File: src/rtl/decode_fetch_queue_if.sv
// Fetch-to-decode handshake bundle: fetch valid/ready push side, pipeline
// control strobes, and the decode-stage register view.
interface decode_fetch_queue_if #(
  parameter int XLEN  = 32,
  parameter int DEPTH = 4
);
  logic                         in_valid;
  logic                         in_ready;
  logic [XLEN-1:0]              in_pc;
  logic [31:0]                  in_instr;
  logic                         in_misaligned;
  logic                         hold;
  logic                         bubble;
  logic                         flush;
  logic                         dec_valid;
  logic [31:0]                  dec_instr;
  logic [XLEN-1:0]              dec_pc;
  logic                         dec_misaligned;
  logic [$clog2(DEPTH+1)-1:0]   count;

  modport master (
    output in_valid, in_pc, in_instr, in_misaligned, hold, bubble, flush,
    input  in_ready, dec_valid, dec_instr, dec_pc, dec_misaligned, count
  );

  modport slave (
    input  in_valid, in_pc, in_instr, in_misaligned, hold, bubble, flush,
    output in_ready, dec_valid, dec_instr, dec_pc, dec_misaligned, count
  );
endinterface

File: src/rtl/decode_fetch_queue.sv
// Instruction queue between fetch and the decode register; the decode register
// keeps hold / bubble / discard behaviour while fetch may run ahead.
module decode_fetch_queue #(
  parameter int          XLEN  = 32,
  parameter int          DEPTH = 4,
  parameter logic [31:0] NOP   = 32'h00000033
) (
  input  logic                 clk,
  input  logic                 rst,
  decode_fetch_queue_if.slave  bus
);

  localparam int PW = $clog2(DEPTH);
  localparam int CW = $clog2(DEPTH + 1);

  typedef enum logic [1:0] {
    MODE_FLUSH   = 2'd0,
    MODE_BUBBLE  = 2'd1,
    MODE_HOLD    = 2'd2,
    MODE_ADVANCE = 2'd3
  } mode_e;

  logic [XLEN-1:0] pc_mem_r    [DEPTH];
  logic [31:0]     instr_mem_r [DEPTH];
  logic            mis_mem_r   [DEPTH];

  logic [PW-1:0]   rd_ptr_r;
  logic [PW-1:0]   wr_ptr_r;
  logic [CW-1:0]   count_r;

  logic            dec_valid_r;
  logic [31:0]     dec_instr_r;
  logic [XLEN-1:0] dec_pc_r;
  logic            dec_mis_r;

  mode_e           mode_s;
  logic            empty_s;
  logic            in_ready_s;
  logic            push_s;
  logic            wr_en_s;
  logic            pop_s;
  logic            bypass_s;
  logic            dec_kill_s;

  // Control priority: flush beats bubble beats hold; otherwise the pipe advances.
  always_comb begin
    mode_s = MODE_ADVANCE;
    if (bus.flush) begin
      mode_s = MODE_FLUSH;
    end else if (bus.bubble) begin
      mode_s = MODE_BUBBLE;
    end else if (bus.hold) begin
      mode_s = MODE_HOLD;
    end else begin
      mode_s = MODE_ADVANCE;
    end
  end

  // Queue/decode-register actions for this cycle; a full queue refuses pushes even while popping.
  always_comb begin
    empty_s    = (count_r == {CW{1'b0}});
    in_ready_s = !bus.flush && (count_r < CW'(DEPTH));
    push_s     = bus.in_valid && in_ready_s;
    wr_en_s    = 1'b0;
    pop_s      = 1'b0;
    bypass_s   = 1'b0;
    dec_kill_s = 1'b0;
    case (mode_s)
      MODE_FLUSH: begin
        dec_kill_s = 1'b1;
      end
      MODE_BUBBLE: begin
        dec_kill_s = 1'b1;
        wr_en_s    = push_s;
      end
      MODE_HOLD: begin
        wr_en_s = push_s;
      end
      MODE_ADVANCE: begin
        if (!empty_s) begin
          // Queued entries always go first so the bypass can never overtake them.
          pop_s   = 1'b1;
          wr_en_s = push_s;
        end else if (push_s) begin
          bypass_s = 1'b1;
        end else begin
          dec_kill_s = 1'b1;
        end
      end
      default: begin
        dec_kill_s = 1'b1;
      end
    endcase
  end

  // Read/write pointers and occupancy; pointers wrap naturally since DEPTH is a power of two.
  always_ff @(posedge clk) begin
    if (rst) begin
      rd_ptr_r <= {PW{1'b0}};
      wr_ptr_r <= {PW{1'b0}};
      count_r  <= {CW{1'b0}};
    end else if (mode_s == MODE_FLUSH) begin
      rd_ptr_r <= {PW{1'b0}};
      wr_ptr_r <= {PW{1'b0}};
      count_r  <= {CW{1'b0}};
    end else begin
      if (wr_en_s) begin
        wr_ptr_r <= wr_ptr_r + PW'(1);
      end
      if (pop_s) begin
        rd_ptr_r <= rd_ptr_r + PW'(1);
      end
      case ({wr_en_s, pop_s})
        2'b10:   count_r <= count_r + CW'(1);
        2'b01:   count_r <= count_r - CW'(1);
        default: count_r <= count_r;
      endcase
    end
  end

  // Entry storage; deliberately not reset.
  always_ff @(posedge clk) begin
    if (wr_en_s) begin
      pc_mem_r[wr_ptr_r]    <= bus.in_pc;
      instr_mem_r[wr_ptr_r] <= bus.in_instr;
      mis_mem_r[wr_ptr_r]   <= bus.in_misaligned;
    end
  end

  // Decode register: load from queue head or bypass, inject NOP on kill, otherwise hold.
  always_ff @(posedge clk) begin
    if (rst) begin
      dec_valid_r <= 1'b0;
      dec_instr_r <= NOP;
      dec_pc_r    <= {XLEN{1'b0}};
      dec_mis_r   <= 1'b0;
    end else if (pop_s) begin
      dec_valid_r <= 1'b1;
      dec_instr_r <= instr_mem_r[rd_ptr_r];
      dec_pc_r    <= pc_mem_r[rd_ptr_r];
      dec_mis_r   <= mis_mem_r[rd_ptr_r];
    end else if (bypass_s) begin
      dec_valid_r <= 1'b1;
      dec_instr_r <= bus.in_instr;
      dec_pc_r    <= bus.in_pc;
      dec_mis_r   <= bus.in_misaligned;
    end else if (dec_kill_s) begin
      dec_valid_r <= 1'b0;
      dec_instr_r <= NOP;
      dec_pc_r    <= dec_pc_r;
      dec_mis_r   <= dec_mis_r;
    end else begin
      dec_valid_r <= dec_valid_r;
      dec_instr_r <= dec_instr_r;
      dec_pc_r    <= dec_pc_r;
      dec_mis_r   <= dec_mis_r;
    end
  end

  assign bus.in_ready       = in_ready_s;
  assign bus.dec_valid      = dec_valid_r;
  assign bus.dec_instr      = dec_instr_r;
  assign bus.dec_pc         = dec_pc_r;
  assign bus.dec_misaligned = dec_mis_r;
  assign bus.count          = count_r;

endmodule

File: src/flat_wrapper.sv
// flat-port wrapper written by rule: the top's interface ports become plain ports
module decode_fetch_queue_flat 
#(
  parameter int          XLEN  = 32,
  parameter int          DEPTH = 4,
  parameter logic [31:0] NOP   = 32'h00000033
)
  (clk, rst, bus_in_valid, bus_in_pc, bus_in_instr, bus_in_misaligned, bus_hold, bus_bubble, bus_flush, bus_in_ready, bus_dec_valid, bus_dec_instr, bus_dec_pc, bus_dec_misaligned, bus_count);
  decode_fetch_queue_if #(.XLEN(XLEN), .DEPTH(DEPTH)) bus_i ();
  input  logic clk;
  input  logic rst;
  input wire logic [$bits(bus_i.in_valid)-1:0] bus_in_valid;
  input wire logic [$bits(bus_i.in_pc)-1:0] bus_in_pc;
  input wire logic [$bits(bus_i.in_instr)-1:0] bus_in_instr;
  input wire logic [$bits(bus_i.in_misaligned)-1:0] bus_in_misaligned;
  input wire logic [$bits(bus_i.hold)-1:0] bus_hold;
  input wire logic [$bits(bus_i.bubble)-1:0] bus_bubble;
  input wire logic [$bits(bus_i.flush)-1:0] bus_flush;
  output wire logic [$bits(bus_i.in_ready)-1:0] bus_in_ready;
  output wire logic [$bits(bus_i.dec_valid)-1:0] bus_dec_valid;
  output wire logic [$bits(bus_i.dec_instr)-1:0] bus_dec_instr;
  output wire logic [$bits(bus_i.dec_pc)-1:0] bus_dec_pc;
  output wire logic [$bits(bus_i.dec_misaligned)-1:0] bus_dec_misaligned;
  output wire logic [$bits(bus_i.count)-1:0] bus_count;
  assign bus_i.in_valid = bus_in_valid;
  assign bus_i.in_pc = bus_in_pc;
  assign bus_i.in_instr = bus_in_instr;
  assign bus_i.in_misaligned = bus_in_misaligned;
  assign bus_i.hold = bus_hold;
  assign bus_i.bubble = bus_bubble;
  assign bus_i.flush = bus_flush;
  assign bus_in_ready = bus_i.in_ready;
  assign bus_dec_valid = bus_i.dec_valid;
  assign bus_dec_instr = bus_i.dec_instr;
  assign bus_dec_pc = bus_i.dec_pc;
  assign bus_dec_misaligned = bus_i.dec_misaligned;
  assign bus_count = bus_i.count;
  decode_fetch_queue #(.XLEN(XLEN), .DEPTH(DEPTH), .NOP(NOP)) u_core (.clk(clk), .rst(rst), .bus(bus_i));
endmodule
File: config.mk
export PLATFORM = sky130hd
export DESIGN_NAME = decode_fetch_queue_flat
export DESIGN_NICKNAME = d
export VERILOG_FILES = /design/src/rtl/decode_fetch_queue_if.sv /design/src/rtl/decode_fetch_queue.sv /design/src/flat_wrapper.sv
export SDC_FILE = /design/constraint.sdc
export NUM_CORES = 1
export LEC_CHECK = 0
export CORE_MARGIN = 3
export CORE_UTILIZATION = 45
export CTS_CLUSTER_SIZE = 20
export DETAILED_ROUTE_END_ITERATION = 10
export PLACE_DENSITY = 0.66
export SKIP_CTS_REPAIR_TIMING = 1
export SYNTH_ARGS = -nofsm -noshare
export SYNTH_HDL_FRONTEND = slang
export SYNTH_SLANG_ARGS = --single-unit
File: constraint.sdc
create_clock -name clk -period 4.35 [get_ports clk]
set_input_delay 0.435 -clock clk [delete_from_list [all_inputs] [get_ports clk]]
set_output_delay 0.435 -clock clk [all_outputs]
set_load 0.01 [all_outputs]
* Yosys cells after proc, flatten, opt, wreduce, memory -nomap -nowiden *
Memory sizes are Yosys's and may differ from the RTL's. A register that Yosys moved wholly into a read port is not among the register bits.
Cells that the tools add are included.
W data, S select, Z words.

storage, ports and cells
  flip-flop bits (word level) = 73
  bits in writable memories = 260
  input port bits = 71
  output and inout bits = 70
  word-level logic and storage cells = 63
  memories = 3

cells by class
  add/sub/neg operators = 4
  order comparisons = 1
  eq/ne operators = 5
  muxes and demuxes = 32
  reductions and logical operators = 11

memories
  name                depth  bits a word  read ports  clocked after memory_dff  wr ports  RTL line                  source
  u_core.instr_mem_r  4      32           1           1                         1         decode_fetch_queue.sv:24  logic [31:0] instr_mem_r [DEPTH];
  u_core.pc_mem_r     4      32           1           1                         1         decode_fetch_queue.sv:23  logic [XLEN-1:0] pc_mem_r [DEPTH];
  u_core.mis_mem_r    4      1            1           1                         1         decode_fetch_queue.sv:25  logic mis_mem_r [DEPTH];

operators by type and width
  operator               number
  $mux W32               5
  $mux W1                16
  $mux W2                8
  $eq A2 B2 Y1 const B   3
  $pmux W3 S2            1
  $reduce_or A2 Y1       3
  $add A2 B1 Y2 const B  2
  $eq A2 B1 Y1 const B   2
  $pmux W1 S2            2
  $reduce_bool A2 Y1     2
  $add A3 B1 Y3 const B  1
  $logic_not A3 Y1       1
  $lt A3 B3 Y1 const B   1
  $reduce_bool A3 Y1     1
  $sub A3 B1 Y3 const B  1
  $logic_and A1 B1 Y1    2
  $logic_not A2 Y1       1
  $logic_not A1 Y1       1

* Logic depth before layout (Yosys ltp) *
  word-level depth = 9
  depth in mapped cells = 13
  mapped depth without buffers = 13

* Worst setup path after synthesis *
Ideal clock, no wire load.

  path type = input-to-reg
  from = in bus_flush
  to = mem u_core.instr_mem_r[0][0], enable pin
  library setup time = 0.430 ns
  data arrival time = 3.068 ns
  slack = 0.852 ns
  cell stages on the path = 7
  path buffers = 0
  cells stage by stage = or2_2 -> inv_1 -> ha_1 -> o21a_1 -> o21ai_0 -> nor2_1 -> and2_1

on the way
  word-level cells in the longest chain between the ends = 7

ends and longest elaborated chain
  element                                                          RTL line                   source
  start, declared                                                  flat_wrapper.sv:18         input wire logic [$bits(bus_i.flush)-1:0] bus_flush;
  parallel branches: the longest is 4 deep, another holds $mux W2  n/a
  $pmux W1 S2 *                                                    decode_fetch_queue.sv:68   case (mode_s)
  $mux W1 *                                                        decode_fetch_queue.sv:123  if (wr_en_s) begin
  $mux W1 (not written as such) *                                  decode_fetch_queue.sv:125  instr_mem_r[wr_ptr_r] <= bus.in_instr;
  end, declared                                                    decode_fetch_queue.sv:24

Every way passes the cells marked *.

* Worst setup path after layout *
  from = in bus_flush
  to = reg u_core.count_r[2], in the netlist u_core.bus.count[2]

on the way
  word-level cells in the longest chain between the ends = 7

ends and longest elaborated chain
  element                                                              RTL line                   source
  parallel branches: the longest is 7 deep, another holds $pmux W3 S2  n/a
  end signal, assigned                                                 decode_fetch_queue.sv:114  2'b10: count_r <= count_r + CW'(1);
  end signal, assigned                                                 decode_fetch_queue.sv:115  2'b01: count_r <= count_r - CW'(1);
  end signal, assigned                                                 decode_fetch_queue.sv:116  default: count_r <= count_r;
  end, declared                                                        decode_fetch_queue.sv:29   logic [CW-1:0] count_r;

Several ways; the timed one is not identified.
A chain may end at the register's enable or synchronous reset.

==> results.toml <==
[sta]
final-setup-viol-count = 0
final_min_period_over_clock_period = 0.724
maxSlewHeadroom = 0.299
worst-slew-pin-transition_ns = 1.05
finalMaxSlewViolations = 0
hold_viol = 0
skew_ns = 0.0113
totalNegativeSetupSlack_ns = 0
fin_hold_ws_ns = 0.495
rsz0062_at_grt = "false"
achievable-frequency_mhz = 318
min_period_ns = 3.15

[route]
dr.first_iter.drc_count = 476
remaining_drc_errors = 0
avgRoutedWirePerCell_um = 20.9
ant_nets = 0
avgViaCountPerCell = 5.49
drt-pass1-iter-count = 5
route.final.wire_length_mm = 26.8
total_vias_in_the_final_route = 7066

[status]
run_status = "finished clean"

[global_route]
grt_total_usage = 0.174
grt_antenna_before_repair = 0
grt_max_degree = 68
grt_first_pass_wirelength_mm = 42.3
first_global_vias = 7402
globalRoute.totalOverflow = 0

[setup_path]
worstSetupPathType = "input pin to flop"
cp_data_required_time_ns = 4.79
arrival_ns = 3.58
most_prevalent_standard_cell_on_the_critical_path = "sky130_fd_sc_hd__inv_1"
cpPeakStageDelay_ns = 0.55
critPathCaptureType = "flop"
crit_fanout = 5
crit_chain = "clkdlybuf4s50_1, or2_2, inv_1, ha_1, o21a_1, o21ai_0, nor2_1, inv_1, ha_1, inv_1, fa_1, xor2_1, or3_1, a21oi_1"
critPathLaunchType = "input pin"
critical_path_cell_with_the_highest_stage_delay = "sky130_fd_sc_hd__clkdlybuf4s50_1"
cpLargestDelayFamily = "adder cells"
cp_num_buf_inv = 4

[die]
fp.dieH_um = 176
floorplan.die.width_um = 176
num_io_pins = 141
core-area_um2 = 28200
floorplan.initialDensity = 0.463
row_count = 61
fp.dieArea_um2 = 31000

[power]
max-vdd-ir-drop_uv = 226
static-leakage-power_nw = 5.05
power_density_nw_per_um2 = 421

[synthesis]
synth_nets = 819
sequential_to_total_area_share_from_yosys_stat = 0.715
netlist_instances = 739
synth.ff_latch_count = 335
synth.avg_cell_area_um2 = 17.6
synthesis.area_um2 = 13000
synth_warnings = 0
synth_cell_types = 35

[placement]
place.gp.congestion = 0.722
detailedPlacementHpwl_mm = 15.7
buffer_ports.inserted = 140

[final_layout]
nFillCells = 2172
fraction_of_final_layout_cells_with_drive_strength_greater_than_1 = 0.208
n_antenna_cell = 0
area.growth.synth_to_final_pct = 22.3
layout.cells.most_common = "sky130_fd_sc_hd__edfxtp_1"
number_of_nets_in_the_final_layout = 962
multi_input_comb_area_um2 = 3410
final_cell_mix = "260 x sky130_fd_sc_hd__edfxtp_1, 139 x sky130_fd_sc_hd__clkdlybuf4s50_1, 73 x sky130_fd_sc_hd__dfxtp_1"
seq_area_um2 = 9320

[clock_network]
worst_setup_hold_path_clk_slew_ns = 0.06
clockBufferDepth = 3
cts_tree = "yes"
tritoncts.num_buffers = 35
clk-insertion-delay-late_ns = 0.50
numClockSinks = 335
ctsHtreeMaxLevel = 2
cts_root_buf = "sky130_fd_sc_hd__clkbuf_16"

[run]
max-cap-violations = 0

[hold_path]
min-delay-path-class = "flop to flop"
## cell usage after synthesis (all sizes together)
cell / number / share of area
nand2: 67 / 0.019
or3: 1 / 0.00048
buf: 30 / 0.017
o21a: 1 / 0.00058
nor2b: 29 / 0.014
or2: 2 / 0.00096
and3: 1 / 0.00048
xnor2: 2 / 0.0013
mux4: 65 / 0.11
inv: 10 / 0.0029
ha: 8 / 0.0077
nor2: 53 / 0.015
xor2: 3 / 0.0020
a21oi: 7 / 0.0027
and2: 4 / 0.0019
nor3b: 1 / 0.00096
nor3: 28 / 0.011
a221oi: 28 / 0.025
dfxtp: 75 / 0.12
nand3: 1 / 0.00038
mux2i: 2 / 0.0015
o21ai: 2 / 0.00077
edfxtp: 260 / 0.60
a311oi: 33 / 0.036
clkbuf: 19 / 0.0055
o31ai: 5 / 0.0033
o41a: 1 / 0.00086
fa: 1 / 0.0015
## worst reg2reg max path, cell delays in order, from the launching register on
cell and delay [ns]:
sky130_fd_sc_hd__dfxtp_1 0.44, sky130_fd_sc_hd__nor3b_2 0.39, sky130_fd_sc_hd__o21ai_0 0.29, sky130_fd_sc_hd__nor2_1 0.34, sky130_fd_sc_hd__inv_1 0.09, sky130_fd_sc_hd__ha_1 0.23
sky130_fd_sc_hd__inv_1 0.07, sky130_fd_sc_hd__fa_1 0.17, sky130_fd_sc_hd__xor2_1 0.07, sky130_fd_sc_hd__or3_1 0.31, sky130_fd_sc_hd__a21oi_1 0.14
## sequential cells by signal, summed over array words and instances, names as in the netlist, named ones only
register	flops
u_core.bus.dec_valid	1
u_core.wr_ptr_r	2
u_core.rd_ptr_r	2
u_core.bus.count	3
u_core.bus.dec_instr	32
u_core.bus.dec_pc	32
u_core.pc_mem_r	128
u_core.bus.dec_misaligned	1
u_core.mis_mem_r	4
u_core.instr_mem_r	128
## area by class of cell
class	count	share of cell area
repair buffers	155	0.0980
flip-flops and latches	335	0.585
clock buffers	43	0.0575
well taps	378	0.0297
inverters	10	0.00236
multi-input cells	345	0.214
clock inverters	21	0.0137
## layer usage
layer	track usage	vias to the layer above	share of wire
met5	0	-	0
met4	0.0442	0	0.017
met3	0.0318	36	0.053
met2	0.294	185	0.50
met1	0.237	3645	0.43
li1	-	3200	-
## metrics by stage
step / instance area (µm²) / cells / utilization / power, mW / setup slack [ns]
2_1_floorplan: 13000 / 739 / - / 3.68 / 0.852
3_3_place_gp: 14800 / 1223 / 0.526 / 3.84 / 0.808
3_5_place_dp: 14800 / 1223 / 0.526 / 3.84 / 0.704
4_1_cts: 15900 / 1287 / 0.566 / 6.78 / 1.22
5_1_grt: 15900 / 1287 / 0.566 / 6.93 / 1.02
6_report: 15900 / 1287 / 0.566 / 6.71 / 1.20
## report_power, final
part / internal (mW) / total [mW] / switching, mW
combinational: 0.136 / 0.280 / 0.144
sequential: 3.48 / 3.49 / 0.0146
clock: 1.75 / 2.93 / 1.18
## kinds of logic after synthesis
logic type               Yosys count  share of synthesized area
XOR/XNOR                           5                    0.00336
buffers and inverters             59                     0.0252
multiplexers                      67                      0.114
adder cells (fa/ha/maj)            9                    0.00922
AO/OA/AOI/OAI                     77                     0.0693
flip-flops                       335                      0.715
AND/OR/NAND/NOR                  187                     0.0644
## worst paths after layout
path / start / end / slack [ns] / cells after the start
setup / recovery: bus_flush / u_core.bus.count[2] / 1.20 / 14
hold / removal: u_core.bus.dec_instr[7] / u_core.bus.dec_instr[7] / 0.50 / 2
hold reg to reg: u_core.bus.dec_instr[7] / u_core.bus.dec_instr[7] / 0.50 / 2
setup reg to reg: u_core.bus.count[2] / u_core.bus.count[2] / 1.73 / 10
No activity file was read; power rests on OpenSTA's default activity.
